==> src/rtl/hazard_scoreboard_unit.sv <==
// Register/flag scoreboard for an in-order pipeline: tracks results that are not yet
// forwardable and stalls IF/ID when the instruction in ID would consume one too early.
module hazard_scoreboard_unit #(
  parameter int NREG     = 8,
  parameter int RW       = 3,
  parameter int LOAD_LAT = 1,
  parameter int FLAG_LAT = 1,
  parameter int SCW      = 16
) (
  input  logic            clk,
  input  logic            rst_n,
  input  logic            id_valid,
  input  logic [RW-1:0]   id_rs1,
  input  logic [RW-1:0]   id_rs2,
  input  logic            id_rs1_en,
  input  logic            id_rs2_en,
  input  logic            id_wr_en,
  input  logic [RW-1:0]   id_rd,
  input  logic            id_is_load,
  input  logic            id_sets_flags,
  input  logic            id_is_branch,
  input  logic            flush,
  input  logic            clr_stats,
  output logic            PCWrite,
  output logic            IFWrite,
  output logic            IDEX_ctrl_flush,
  output logic [NREG-1:0] busy,
  output logic [SCW-1:0]  stall_cycles
);

  localparam logic [2:0] LOAD_CNT      = 3'(LOAD_LAT);
  localparam logic [3:0] FLAG_ALU_CNT  = 4'(FLAG_LAT);
  localparam logic [3:0] FLAG_LOAD_CNT = 4'(FLAG_LAT + LOAD_LAT);

  logic [2:0] cnt [NREG];
  logic [3:0] fcnt;
  logic       src_hz;
  logic       flag_hz;
  logic       hz;
  logic       issue;

  function automatic logic [2:0] dec3(input logic [2:0] c);
    return (c == 3'd0) ? 3'd0 : c - 3'd1;
  endfunction

  function automatic logic [3:0] dec4(input logic [3:0] c);
    return (c == 4'd0) ? 4'd0 : c - 4'd1;
  endfunction

  function automatic logic [SCW-1:0] sat_inc(input logic [SCW-1:0] c);
    return (&c) ? c : c + SCW'(1);
  endfunction

  always_comb begin
    busy = '0;
    for (int i = 0; i < NREG; i++) busy[i] = (cnt[i] != 3'd0);
  end

  // Hazard detection reads the counts as they stand before this cycle's update,
  // so an instruction can never stall on the register it is about to write.
  assign src_hz  = (id_rs1_en & busy[id_rs1]) | (id_rs2_en & busy[id_rs2]);
  assign flag_hz = id_is_branch & (fcnt != 4'd0);
  assign hz      = id_valid & ~flush & (src_hz | flag_hz);
  assign issue   = id_valid & ~flush & ~hz;

  assign PCWrite         = ~hz;
  assign IFWrite         = ~hz;
  assign IDEX_ctrl_flush = hz | flush;

  // Newest writer replaces any outstanding count; ALU results are forwardable at once.
  always_ff @(posedge clk or negedge rst_n) begin
    if (!rst_n) begin
      for (int i = 0; i < NREG; i++) cnt[i] <= 3'd0;
      fcnt <= 4'd0;
    end else begin
      for (int i = 0; i < NREG; i++) begin
        if (issue && id_wr_en && (id_rd == RW'(i)))
          cnt[i] <= id_is_load ? LOAD_CNT : 3'd0;
        else
          cnt[i] <= dec3(cnt[i]);
      end
      if (issue && id_sets_flags)
        fcnt <= id_is_load ? FLAG_LOAD_CNT : FLAG_ALU_CNT;
      else
        fcnt <= dec4(fcnt);
    end
  end

  always_ff @(posedge clk or negedge rst_n) begin
    if (!rst_n)         stall_cycles <= '0;
    else if (clr_stats) stall_cycles <= '0;
    else if (hz)        stall_cycles <= sat_inc(stall_cycles);
  end

endmodule
==> config.mk <==
export PLATFORM = sky130hd
export DESIGN_NAME = hazard_scoreboard_unit
export DESIGN_NICKNAME = d
export VERILOG_FILES = /design/src/rtl/hazard_scoreboard_unit.sv
export SDC_FILE = /design/constraint.sdc
export NUM_CORES = 1
export LEC_CHECK = 0
export ABC_AREA = 1
export BUFFER_PORTS_ARGS = -buffer_cell sky130_fd_sc_hd__buf_2
export CAP_MARGIN = 15
export CORE_ASPECT_RATIO = 1.5
export CORE_UTILIZATION = 50
export DETAILED_ROUTE_END_ITERATION = 16
export PLACE_DENSITY_LB_ADDON = 0.05
export SYNTH_ARGS = -nofsm -noshare
export SYNTH_HDL_FRONTEND = slang
export SYNTH_SLANG_ARGS = --single-unit
==> constraint.sdc <==
create_clock -name clk -period 1.65 [get_ports clk]
set_input_delay 0.165 -clock clk [delete_from_list [all_inputs] [get_ports clk]]
set_output_delay 0.165 -clock clk [all_outputs]
set_load 0.01 [all_outputs]
==> results.toml, run 1 <==
[die]
initial_utilization_pct = 51.99
core_um2 = 5165
ios = 47
fp-row-count = 32
fp.dieH_um = 91.75
die_x_um = 61.84
die_area_um2 = 5673

[placed_design]
place_area_um2 = 3388
port_buffers = 46
pre_cts_ws_ns = -0.1631
hpwl_um = 5466
routabilityCongestion = 0.8433

[clocking]
clk_pin_slew_ns = 0.09
h-tree-depth = 2
cts_inserted_buffers = 5
cts_sinks = 44
clk_path_buf_depth = 2
clock_latency_ns = 0.30
cts_root_buffer = "clkbuf_8"
cts_tree = "done"

[synthesis]
synth_area_leaders = "dfrtp_1 (41%), nand2_1 (17%), nand3_1 (8.9%)"
synthAdderAreaFrac_pct = 0.4660
synth_top_family_by_area = "simple AND/OR/NAND/NOR gates"
synth_mux_area_share_pct = 0
synth-seq-area-share_pct = 41.01
ys_ff_latch = 44
synth_top_area_cell = "dfrtp_1"
synthCells = 382
synth_top_area_share_pct = 41.01
synth_nets = 403
netlist-cell-type-count = 29
synth.avg_cell_area_um2 = 7.029
synthSimpleGateAreaFrac_pct = 44.50
syn_area_um2 = 2685
yosysWarnings = 0
synth_xor_area_share_pct = 2.936
synth_compound_area_share_pct = 2.423

[finish]
syn_to_final_growth_pct = 38.02
fin_nets = 516
final_util_pct = 71.75
design_area_um2 = 3706
diodes = 0
final_layout_size_suffix_gt1_share_pct = 31.85

[power_and_ir_drop]
irDropWorstVdd_v = 0.0005398
leakage_uw = 0.002146
switching_power_uw = 935.0
p_clk_share_pct = 24.4
power_frac_comb_pct = 34.5
p_total_uw = 2922
internal_power_uw = 1987
powerDensity_nw_per_um2 = 788.4
switching_share_pct = 32.00
p_seq_share_pct = 41.1

[global_route]
overflow = 0
antenna_found_initial = 0
grt_pass1_vias = 2734
grt_max_degree = 22
grt_pass1_wl_um = 11610
grt.total_usage_pct = 27.45

[setup_path]
critPathCaptureType = "output pin"
path_class = "flip-flop to output pin"
critPathMaxFanout = 3
cp.arrival_ns = 1.62
cp.required_ns = 1.48
worstSetupStartpointType = "flip-flop"

[route]
initialDrtViolationCount = 155
wl_um = 7255
postRouteAntennaNets = 0
drc = 0
wl_per_cell_um = 12.86
vias = 2876
drt-vias-per-instance = 5.099
firstDrtPassIters = 4

[outcome]
run_status = "finished with violations"
violations = "setup timing"

[timing]
hold_viol_final = 0
relSlewSlack_pct = 67.28
fmax_ghz = 0.5610
min_period_over_period_pct = 108.0
rsz0062_at_grt = "yes"
final-max-slew-violation-count = 0
setup_slack_ns = -0.1325
timing.hold.ws_ns = 0.1655
tightest_slew_ns = 0.4908
finalCriticalPeriod_ns = 1.782
setup_viol = 42
finClkSkew_ns = 0.006992

[worst_hold_path]
hp-class = "input pin to flip-flop"

[flow_run]
cap_violations = 0
[worst paths after layout]
| path | startpoint | end | slack (ns) | cells after the start |
|---|---|---|---|---|
| setup / recovery | fcnt[1]$_DFF_PN0_ | IDEX_ctrl_flush | -0.13 | 9 |
| hold / removal | id_sets_flags | fcnt[0]$_DFF_PN0_ | 0.17 | 4 |
| setup reg to reg | fcnt[1]$_DFF_PN0_ | cnt[17]$_DFF_PN0_ | -0.07 | 11 |
| hold reg to reg | cnt[23]$_DFF_PN0_ | cnt[22]$_DFF_PN0_ | 0.56 | 4 |
| max in group asynchronous | rst_n | cnt[0]$_DFF_PN0_ | 0.72 | 3 |
| min in group asynchronous | rst_n | stall_cycles[9]$_DFFE_PN0P_ | 0.35 | 2 |
[per-stage QoR]
| stage | TNS [ns] | instances |
|---|---|---|
| 2_1_floorplan | -2.854 | 382 |
| 3_3_place_gp | -4.485 | 541 |
| 3_5_place_dp | -5.715 | 541 |
| 4_1_cts | -1.407 | 559 |
| 5_1_grt | -7.671 | 564 |
| 6_report | -1.872 | 564 |
[placed cells by master, fill, tap and decap left out, drive strengths merged, types with 2 or more instances in the layout]
cell type,n
xor2,6
nand2,123
nand3,51
nor4,2
xnor2,3
nor2,45
nor3b,2
nor3,15
buf,114
nand4,19
o21ai,3
clkbuf,6
inv,46
clkinv,4
a21oi,10
dfrtp,44
[Yosys cell counts]
cell      count
nand2_4       1
buf_6         2
ha_1          1
nor3b_1       2
dfrtp_1      44
nand4_2       1
nor2_1       40
nand3_2       2
inv_1        45
buf_4         1
nand2_1     122
o21ai_0       3
nor3_1       14
inv_2         1
xnor2_1       3
nor3_4        1
nand4_4       1
clkinv_1      2
nand3b_1      1
nand3_4       1
xor2_1        6
clkbuf_1      4
nor2_4        1
nand4_1      17
a21oi_1      10
nor2_2        4
buf_1         2
nor4_1        2
nand3_1      48
[registers in the layout (all words and copies together), names as in the netlist]
| signal | cells |
|---|---|
| fcnt | 4 |
| cnt | 24 |
| stall_cycles | 16 |
[power by group through the flow]
stage               Sequential (uW)  Clock (uW)  Combinational (uW)
floorplan                      1220           0                 375
global placement               1200           0                 750
detailed placement             1210           0                 767
CTS                            1190         746                 900
global route                   1210         781                1110
finish                         1200         714                1010
[worst max-delay path: stages (launching register included)]
cell,delay (ns)
dfrtp_1,0.40
nor2_2,0.14
inv_2,0.07
nor2_4,0.12
inv_2,0.06
o21ai_4,0.16
nand3_2,0.10
nand2_2,0.10
nand2_1,0.05
buf_2,0.13
[cell families (layout without fill, tap and decap cells)]
| kind of cell | Yosys count | after routing |
|---|---|---|
| simple gates | 258 | 258 |
| buf+inv | 57 | 171 |
| flops | 44 | 44 |
| compound gates | 13 | 13 |
| xor+xnor | 9 | 9 |
| fa+ha+maj | 1 | 1 |
[what timing repair did]
item                                    CTS  global route
resized for setup                        17            13
setup buffers                             9             5
hold endpoints to repair                 19             0
pin swaps                                 5            12
hold buffers                              1             0
endpoints found under the setup margin   47            47
[metal layers]
layer	track usage, %	routed length [um]	vias to the layer above	share of wire (%)
met4	10.74	210	0	2.9
li1	-	-	1447	-
met1	28.28	2801	1353	39
met2	51.88	4058	58	56
met5	0	0	-	0
met3	3.949	184	18	2.5
[cell type report]
class	count	area [um^2]
clock buffer	6	82.58
clock inverter	2	10.01
fill	445	1459
inverter	48	180.2
multi-input combinational	281	1474
sequential	44	1104
tap	68	85.08
timing repair buffer	115	770.7
Note: power is estimated with default switching activity, not from simulation.
==> inputs of run 2 (changes only) <==
- ABC_CLOCK_PERIOD_IN_PS: not set -> 1650
- SETUP_SLACK_MARGIN: not set -> 0.4
==> run 2 against run 1 <==
Net effect:
- flip-flop and latch count is the same
- worst hold slack lost 0.0022 ns
- clock power shrank 2%
- via count grew 7.6%
- sequential power is essentially flat
- critical endpoint unchanged
- die area is the same
- total power grew 14%
- combinational power grew 42%
- maximum frequency shrank 1.4%
- the flow still finishes with violations (setup timing)
- count of clock-buffer cells in the layout is the same
- routed wire length grew 15%
==> results.toml, run 2 (synthesis gave the netlist of run 1 again) <==
[timing]
fmax_ghz = 0.5533
tightest_slew_ns = 0.4941
min_period_over_period_pct = 109.5
hold_viol_final = 0
relSlewSlack_pct = 67.06
setup_viol = 46
finClkSkew_ns = 0.008427
final-max-slew-violation-count = 0
timing.hold.ws_ns = 0.1633
rsz0062_at_grt = "yes"
setup_slack_ns = -0.1574
finalCriticalPeriod_ns = 1.807

[clocking]
cts_sinks = 44
cts_inserted_buffers = 5
clk_pin_slew_ns = 0.09
clock_latency_ns = 0.29
cts_root_buffer = "clkbuf_8"
h-tree-depth = 2
clk_path_buf_depth = 2
cts_tree = "done"

[placed_design]
port_buffers = 46
dp_cells = 534
place_area_um2 = 3395
pre_cts_ws_ns = -0.1614
hpwl_um = 5464
routabilityCongestion = 0.9286

[setup_path]
critPathCaptureType = "output pin"
startpoint = "cnt[4]$_DFF_PN0_"
slowest_stage = "dfrtp_1"
critPathBufInv = 1
cpPeakStageDelay_ns = 0.42
worstSetupStartpointType = "flip-flop"
crit_chain = "nor2_4, nand3_1, nand3_1, nand3_2, nand3_2, nand3_4, nand2_4, nand2_2, buf_6"
cp.required_ns = 1.48
cp_top_family = "simple AND/OR/NAND/NOR gates"
r2r_start = "fcnt[1]$_DFF_PN0_"
rr_worst_depth = 15
r2r_end = "fcnt[2]$_DFF_PN0_"
path_class = "flip-flop to output pin"
ff2ff_setup_slack_ns = -0.15
cp.arrival_ns = 1.64
critPathMaxFanout = 3

[worst_hold_path]
hold_path_depth = 4
worstHoldStart = "id_sets_flags"
hp-class = "input pin to flip-flop"
min_to = "fcnt[0]$_DFF_PN0_"

[global_route]
overflow = 0
grt_max_degree = 26
grt.total_usage_pct = 31.08
grt_pass1_vias = 3068
grt_pass1_wl_um = 13200
antenna_found_initial = 0

[outcome]
violations = "setup timing"
run_status = "finished with violations"

[power_and_ir_drop]
leakage_uw = 0.002321
irDropWorstVdd_v = 0.0005881
powerDensity_nw_per_um2 = 797.6
p_total_uw = 3341

[route]
firstDrtPassIters = 4
vias = 3094
wl_per_cell_um = 14.35
postRouteAntennaNets = 0
drt-vias-per-instance = 5.325
drc = 0
initialDrtViolationCount = 172
wl_um = 8340

[die]
core_um2 = 5165
ios = 47
die_area_um2 = 5673
initial_utilization_pct = 51.99
die_x_um = 61.84
fp.dieH_um = 91.75
fp-row-count = 32

[finish]
largest_reg_flops = 24
final_cell_mix = "nand2_1 (108), buf_4 (51), inv_1 (42), dfrtp_1 (42), buf_6 (40)"
syn_to_final_growth_pct = 56.01
design_area_um2 = 4189
fill_cells = 339
final_common_cell = "nand2_1"
regMostFlops = "cnt"
reg_top3 = "cnt: 24 flops, stall_cycles: 16 flops, fcnt: 4 flops"
stdcell_count = 581
diodes = 0
fin_nets = 533
final_layout_size_suffix_gt1_share_pct = 40.35

[flow_run]
cap_violations = 0
-- run 2: metrics by stage --
stage	utilization (%)	setup TNS (ns)
2_1_floorplan	-	-2.835
3_3_place_gp	65.72	-1.349
3_5_place_dp	65.72	-2.938
4_1_cts	74.01	-3.812
5_1_grt	81.10	-9.658
6_report	81.10	-3.945
-- run 2: repair_timing --
action                                 in CTS  in global routing
cloned                                      2                  0
hold buffers                                1                  0
endpoints found under the hold margin      19                  0
gates resized for setup                    41                 56
setup buffers                              19                 17
pin swaps                                  23                 42
setup endpoints to repair                  56                 56
-- run 2: routing by layer --
metal | GRT usage (%) | wire length (um)
met4 | 12.41 | 241
met1 | 31.49 | 2920
met5 | 0 | 0
met2 | 58.15 | 4883
met3 | 6.065 | 295
-- run 2: power breakdown --
part / switching (uW) / internal, uW / total (uW)
clock: 366 / 335 / 700
sequential: 71.9 / 1140 / 1210
combinational: 632 / 795 / 1430
total: 1070 / 2270 / 3340
-- run 2: layout make-up --
type	count	area, um^2	area share [%]
multi-input combinational	282	1674	39.96
sequential	44	1104	26.34
timing repair buffer	131	1054	25.15
inverter	48	180.2	4.301
tap	68	85.08	2.031
clock buffer	6	82.58	1.971
clock inverter	2	10.01	0.2389
-- run 2: tightest hold or removal path, cell delays in order --
cell	delay (ns)
buf_2	0.11
nand2_2	0.06
nand2_1	0.05
nand2_1	0.04
-- run 2: worst max path at each step --
stage	endpoint	slack (ns)	cells after the start
3_3_place_gp	stall_cycles[15]$_DFFE_PN0P_	-0.1	10
2_1_floorplan	stall_cycles[9]$_DFFE_PN0P_	-0.22	11
5_1_grt	IDEX_ctrl_flush	-0.26	9
3_5_place_dp	stall_cycles[4]$_DFFE_PN0P_	-0.16	10
4_1_cts	IDEX_ctrl_flush	-0.18	9
6_report	IDEX_ctrl_flush	-0.16	9
